`config.mk`:
```
export PLATFORM = sky130hd
export DESIGN_NAME = gcd_controller
export DESIGN_NICKNAME = d
export VERILOG_FILES = /design/src/rtl/gcd_controller.sv
export SDC_FILE = /design/constraint.sdc
export NUM_CORES = 1
export LEC_CHECK = 0
export CORE_MARGIN = 3
export CORE_UTILIZATION = 45
export DETAILED_ROUTE_END_ITERATION = 7
export PLACE_DENSITY = 0.77
export SLEW_MARGIN = 30
export SYNTH_ARGS = -nofsm -noshare
export SYNTH_HDL_FRONTEND = slang
export SYNTH_SLANG_ARGS = --single-unit
```
`constraint.sdc`:
```
create_clock -name clk -period 3.4 [get_ports clk]
set_input_delay 0.68 -clock clk [delete_from_list [all_inputs] [get_ports clk]]
set_output_delay 0.68 -clock clk [all_outputs]
set_load 0.1 [all_outputs]
```
`src/rtl/gcd_controller.sv`:
```
`default_nettype none
// ============================================================================
// Module      : gcd_controller
// Description : Control FSM for a repeated-subtraction GCD datapath with a
//               start/done handshake and an iteration limit.
// Revision    : 1.0
// ============================================================================
module gcd_controller #(
    parameter int MAX_ITER = 65535,
    parameter int CNT_W    = 16
) (
    input  logic             clk,
    input  logic             rst,
    input  logic             start,
    input  logic             gt,
    input  logic             lt,
    input  logic             eq,
    output logic             ldA,
    output logic             ldB,
    output logic             sel1,
    output logic             sel2,
    output logic             sel_in,
    output logic             req_a,
    output logic             req_b,
    output logic             busy,
    output logic             done,
    output logic             err,
    output logic [CNT_W-1:0] iter_cnt
);

    localparam logic [2:0] c_ST_IDLE    = 3'd0;
    localparam logic [2:0] c_ST_LOAD_A  = 3'd1;
    localparam logic [2:0] c_ST_LOAD_B  = 3'd2;
    localparam logic [2:0] c_ST_COMPUTE = 3'd3;
    localparam logic [2:0] c_ST_DONE    = 3'd4;
    localparam logic [2:0] c_ST_ERR     = 3'd5;

    localparam logic [CNT_W-1:0] c_MAX_ITER = CNT_W'(MAX_ITER);

    logic [2:0]       r_state;
    logic [2:0]       w_next_state;
    logic [CNT_W-1:0] r_iter_cnt;
    logic             w_one_hot;
    logic             w_sub;

    // A corrupted comparator (none or several flags) must abort, never spin.
    assign w_one_hot = ({gt, lt, eq} == 3'b100) || ({gt, lt, eq} == 3'b010) ||
                       ({gt, lt, eq} == 3'b001);
    assign w_sub     = (r_state == c_ST_COMPUTE) && w_one_hot && !eq &&
                       (r_iter_cnt != c_MAX_ITER);

    always_ff @(posedge clk) begin
        if (rst) begin
            r_state    <= c_ST_IDLE;
            r_iter_cnt <= '0;
        end else begin
            r_state <= w_next_state;
            if ((r_state == c_ST_IDLE) && start) begin
                r_iter_cnt <= '0;
            end else if (w_sub) begin
                r_iter_cnt <= r_iter_cnt + 1'b1;
            end
        end
    end

    always_comb begin
        w_next_state = r_state;
        case (r_state)
            c_ST_IDLE:    if (start) w_next_state = c_ST_LOAD_A;
            c_ST_LOAD_A:  w_next_state = c_ST_LOAD_B;
            c_ST_LOAD_B:  w_next_state = c_ST_COMPUTE;
            c_ST_COMPUTE: begin
                if (!w_one_hot)                      w_next_state = c_ST_ERR;
                else if (eq)                         w_next_state = c_ST_DONE;
                else if (r_iter_cnt == c_MAX_ITER)   w_next_state = c_ST_ERR;
            end
            c_ST_DONE:    w_next_state = c_ST_IDLE;
            c_ST_ERR:     w_next_state = c_ST_IDLE;
            default:      w_next_state = c_ST_IDLE;
        endcase
    end

    always_comb begin
        ldA    = 1'b0;
        ldB    = 1'b0;
        sel1   = 1'b0;
        sel2   = 1'b0;
        sel_in = 1'b0;
        req_a  = 1'b0;
        req_b  = 1'b0;
        case (r_state)
            c_ST_LOAD_A: begin
                sel_in = 1'b1;
                ldA    = 1'b1;
                req_a  = 1'b1;
            end
            c_ST_LOAD_B: begin
                sel_in = 1'b1;
                ldB    = 1'b1;
                req_b  = 1'b1;
            end
            c_ST_COMPUTE: begin
                if (w_sub && gt) begin
                    sel2 = 1'b1;
                    ldA  = 1'b1;
                end else if (w_sub && lt) begin
                    sel1 = 1'b1;
                    ldB  = 1'b1;
                end
            end
            default: ;
        endcase
    end

    assign busy     = (r_state == c_ST_LOAD_A) || (r_state == c_ST_LOAD_B) ||
                      (r_state == c_ST_COMPUTE);
    assign done     = (r_state == c_ST_DONE) || (r_state == c_ST_ERR);
    assign err      = (r_state == c_ST_ERR);
    assign iter_cnt = r_iter_cnt;

endmodule
`default_nettype wire

```
Yosys cells after proc, flatten, opt, wreduce, memory -nomap -nowiden:

Index checks and enable logic that the tools add are counted.
W data, S select, Z words.

* register bits after elaboration: 19
* input port bits: 6
* output and inout port bits: 26
* word-level logic and storage cells: 46

* add/sub/neg operators: 1
* equal/unequal tests: 12
* muxes and demuxes: 15
* reductions and logical operators: 16

Operator list (number)
* $add A16 B1 Y16 const B: 1
* $eq A16 B16 Y1 const B: 1
* $ne A16 B16 Y1 const B: 1
* $mux W3: 4
* $pmux W3 S4: 1
* $eq A3 B2 Y1 const B: 3
* $eq A3 B3 Y1 const B: 3
* $mux W1: 8
* $eq A3 B1 Y1 const B: 2
* $logic_and A1 B1 Y1: 6
* $logic_or A1 B1 Y1: 5
* $ne A4 B4 Y1 const B: 1
* $pmux W1 S2: 2
* $reduce_or A2 Y1: 2
* $logic_not A3 Y1: 1
* $ne A2 B2 Y1 const B: 1
* $reduce_and A2 Y1: 1
* $logic_not A1 Y1: 1

Depth between registers and ports, before layout:

* word-level depth: 10
* mapped depth: 7
* gate-level depth less buffers: 6

Worst setup path before layout:

Ideal clock, no wire load.

* kind: register -> output
* from: reg r_iter_cnt[0], in the netlist iter_cnt[0]
* to: out ldB
* arrival: 3310 ps
* required time: 2720 ps
* slack: -590 ps
* stages on the path, launching flop included: 7
* buffers on the path: 0
* cell sequence: dfxtp_1 -> ha_1 -> nand3_1 -> nor3_2 -> a21oi_4 -> nand3b_1 -> a21oi_1

* cells in the longest elaborated chain, start to end: 6
* elaborated cells on any way between the ends: 7
* those cells by class: 1 x eq/ne; 3 x mux; 3 x reduce/logical

RTL lines
* from (decl): line 42 `logic [CNT_W-1:0] r_iter_cnt;`
* from (signal assigned): line 61 `r_iter_cnt <= r_iter_cnt + 1'b1;`
* $ne A16 B16 Y1 (*): line 50 `(r_iter_cnt != c_MAX_ITER);`
* $logic_and A1 B1 Y1 (*): line 49 `assign w_sub = (r_state == c_ST_COMPUTE) && w_one_hot && !eq &&`
* $logic_and A1 B1 Y1: line 106 `end else if (w_sub && lt) begin`
* $mux W1: line 106
* $mux W1 (*): line 103 `if (w_sub && gt) begin`
* $pmux W1 S2 (*): line 91 `case (r_state)`
* to (decl): line 19 `output logic ldB,`

Every way passes the cells marked *; elsewhere a longest branch is shown, timed or not.

Final worst setup path:

* from: in gt
* to: out ldB

* cells in the longest elaborated chain, start to end: 10
* elaborated cells on any way between the ends: 13
* those cells by class: 3 x eq/ne; 3 x mux; 7 x reduce/logical

RTL lines
* from (decl): line 15 `input logic gt,`
* $eq A3 B3 Y1 / $eq A3 B2 Y1 (equally long branches): line 47 `assign w_one_hot = ({gt, lt, eq} == 3'b100) || ({gt, lt, eq} == 3'b010) ||`
* $logic_or A1 B1 Y1 (2 in a row): line 47
* $logic_and A1 B1 Y1 (3 in a row): line 49
* $logic_and A1 B1 Y1: line 106
* $mux W1: line 106
* $mux W1 (*): line 103
* $pmux W1 S2 (*): line 91

Marked as above.

==> flow_summary_export.csv <==
group,metric,value,unit
drt,drt_iter0_drc,10,
cts,cts_sinks,19,
timing,skew,3.36,ps
cts,cts_tree,"yes",
floorplanning,dieArea,3030,µm²
placement,placed_area,1390,µm²
logic_synthesis,yosys_warnings,0,
cts,clk_latency,300,ps
drt,ant_nets,0,
final_layout,multi_input_area,631,µm²
timing,worstMarginPinSlew,483,ps
drt,drc,0,
final_layout,syn2layout_area_growth,31.2,%
global_routing,grt_antenna_before_repair,0,
floorplanning,start_util,48.1,%
final_layout,layout.nets,169,
floorplanning,fp.dieH,55.1,µm
logic_synthesis,ys_types,34,
timing,timing.setup.tns,0,ps
logic_synthesis,syn_avg_cell_area,8.33,µm²
worst_hold_path,hold_class,"flop to flop",
cts,holdBufCountCts,0,
global_routing,grt_max_degree,19,
logic_synthesis,seq_area_frac_synth,35.1,%
logic_synthesis,syn_area,1080,µm²
power_and_ir_drop,ir_worst_vdd,215,µV
cts,cts_buffer_depth,2,
setup_path,worstPathMaxFanout,4,
timing,rsz0062_at_grt,"false",
drt,via_per_inst,5.53,
final_layout,final_cell_mix,"buf_4, nor2_1, dfxtp_1, xnor2_1",
cts,cts_resized,0,
power_and_ir_drop,p_int,0.000301,W
final_layout,num_antenna_cells,0,
final_layout,final_common_cell,"buf_4",
global_routing,grt_pass1_vias,949,
drt,wl_per_cell,13.7,µm
cts,cts_buffers,3,
timing,setup_ws,369,ps
power_and_ir_drop,swShare,36.7,%
drt,routed_wl,2580,µm
setup_path,cp-start-kind,"primary input",
timing,timing.final.crit_share,89.1,%
timing,slew_viol_final,0,
placement,dp_slack,375,ps
setup_path,worst-setup-path-type,"primary input to output pin",
cts,post_cts_buffers,0,
placement,place_hpwl,1890,µm
final_layout,fill_cells,221,
cts,cts_root_buf,"clkbuf_4",
floorplanning,rows,17,
cts,path_clk_slew,110,ps
logic_synthesis,synth_nets,137,
floorplanning,ios,32,
placement,gp_congestion,0.775,
logic_synthesis,synth-edff-count,0,
job,drv_cap,0,
power_and_ir_drop,leakagePower,0.555,nW
timing,setup_violations,0,
global_routing,grt_use_total,19.4,%
final_layout,regArea,380,µm²
power_and_ir_drop,power_density,335,nW/µm²
final_layout,drive_gt1_share,27.3,%
logic_synthesis,ys_ff_latch,19,
timing,slew_headroom,67.6,%
power_and_ir_drop,finalPower,0.000476,W
placement,port_buffers,31,
setup_path,crit_required,2720,ps
logic_synthesis,synthCells,130,
logic_synthesis,synth_area_leaders,"dfxtp_1, nor2_1, xnor2_1",
global_routing,grt_remaining_overflow,0,
logic_synthesis,synth_top_flop_cell,"dfxtp_1",
drt,num_vias,1046,
setup_path,cp.arrival,2350,ps
logic_synthesis,yosysTopAreaCellShare,35.1,%
power_and_ir_drop,power_frac_clock,24.9,%
global_routing,grt_pass1_wl,4230,µm
timing,period_minus_slack,3030,ps
drt,dr.pass1.iters,4,
cts,h-tree-depth,1,
setup_path,worst_setup_path_end_kind,"output pin",
floorplanning,die_w,55.1,µm
power_and_ir_drop,p_switching,0.000175,W
timing,max_freq,330,MHz
floorplanning,core,2250,µm²
power_and_ir_drop,p_comb_share,26.2,%
timing,hold_violations,0,
status,status,"completed",
power_and_ir_drop,seqPwrFrac,49.0,%
final_layout,fin_area,1420,µm²
logic_synthesis,ys_async_sr_fraction,0,%
logic_synthesis,yosys.area.top_type,"dfxtp_1",
-- cells in the mapped netlist (2+ instances only) --
master and n:
nor2_1 23, dfxtp_1 19, xnor2_1 9, inv_1 8
nand2_1 8, nand3_1 7, a21oi_1 6, nand4_1 6
a211oi_1 5, a2111oi_2 3, a31o_2 3, and4_1 3
nor3_1 3, xor2_1 3, buf_4 2, buf_6 2
o21ai_0 2, or3_1 2
-- worst max-delay path, cell delays in order --
cell and delay (ps):
clkdlybuf4s50_1 470, xnor2_1 160, or3_1 370, a21oi_4 150, nand3b_1 120, a21oi_2 200
buf_12 190
-- metal layers --
layer  GRT usage [%]  vias to the layer above  part of all wire (%)
li1                -                      528                     -
met1            24.3                      498                    47
met2            31.7                       16                    48
met3            3.49                        4                   3.1
met4            9.31                        0                   1.4
met5               0                        -                     0
-- final timing paths --
kind / start / end / slack, ps / depth (start not counted)
hold / removal: r_state[2] / r_state[0] / 540 / 1
setup reg to reg: r_state[1] / iter_cnt[8] / 1410 / 6
setup / recovery: gt / ldB / 370 / 7
hold reg to reg: r_state[2] / r_state[0] / 540 / 1
-- power by group through the flow --
stage | clock, W | combinational, W | sequential [W]
4_1_cts | 0.000121 | 0.000125 | 0.000233
5_1_grt | 0.000134 | 0.000130 | 0.000234
3_5_place_dp | 0 | 0.000125 | 0.000238
2_1_floorplan | 0 | 0.000100 | 0.000232
3_3_place_gp | 0 | 0.000124 | 0.000238
6_report | 0.000118 | 0.000124 | 0.000233
-- logic make-up after synthesis --
logic type               synth area share (%)
buffers and inverters                    7.39
adder cells (fa/ha/maj)                  1.15
AND/OR/NAND/NOR                          28.3
AO/OA/AOI/OAI                            17.4
XOR/XNOR                                 9.70
multiplexers                            0.924
flip-flops                               35.1
-- final cells by class --
type	count	share of cell area [%]
Multi-Input combinational cell	96	44.4
Sequential cell	19	26.8
Timing Repair Buffer	34	22.4
Tap cell	28	2.46
Inverter	8	2.11
Clock buffer	3	1.58
Clock inverter	1	0.352
-- registers in the layout, indices dropped and copies added (netlist names) --
name and flops:
r_state 3, iter_cnt 16
-- per-stage QoR --
| step | hold slack (ps) | cells | utilization (%) |
|---|---|---|---|
| final | 542 | 189 | 63.0 |
| after global routing | 587 | 189 | 63.0 |
| after CTS | 526 | 189 | 63.0 |
| after detailed placement | 510 | 185 | 61.8 |
| after global placement | 497 | 185 | 61.8 |
| after floorplan | 466 | 130 | - |
Note: power is estimated with default switching activity, not from simulation.
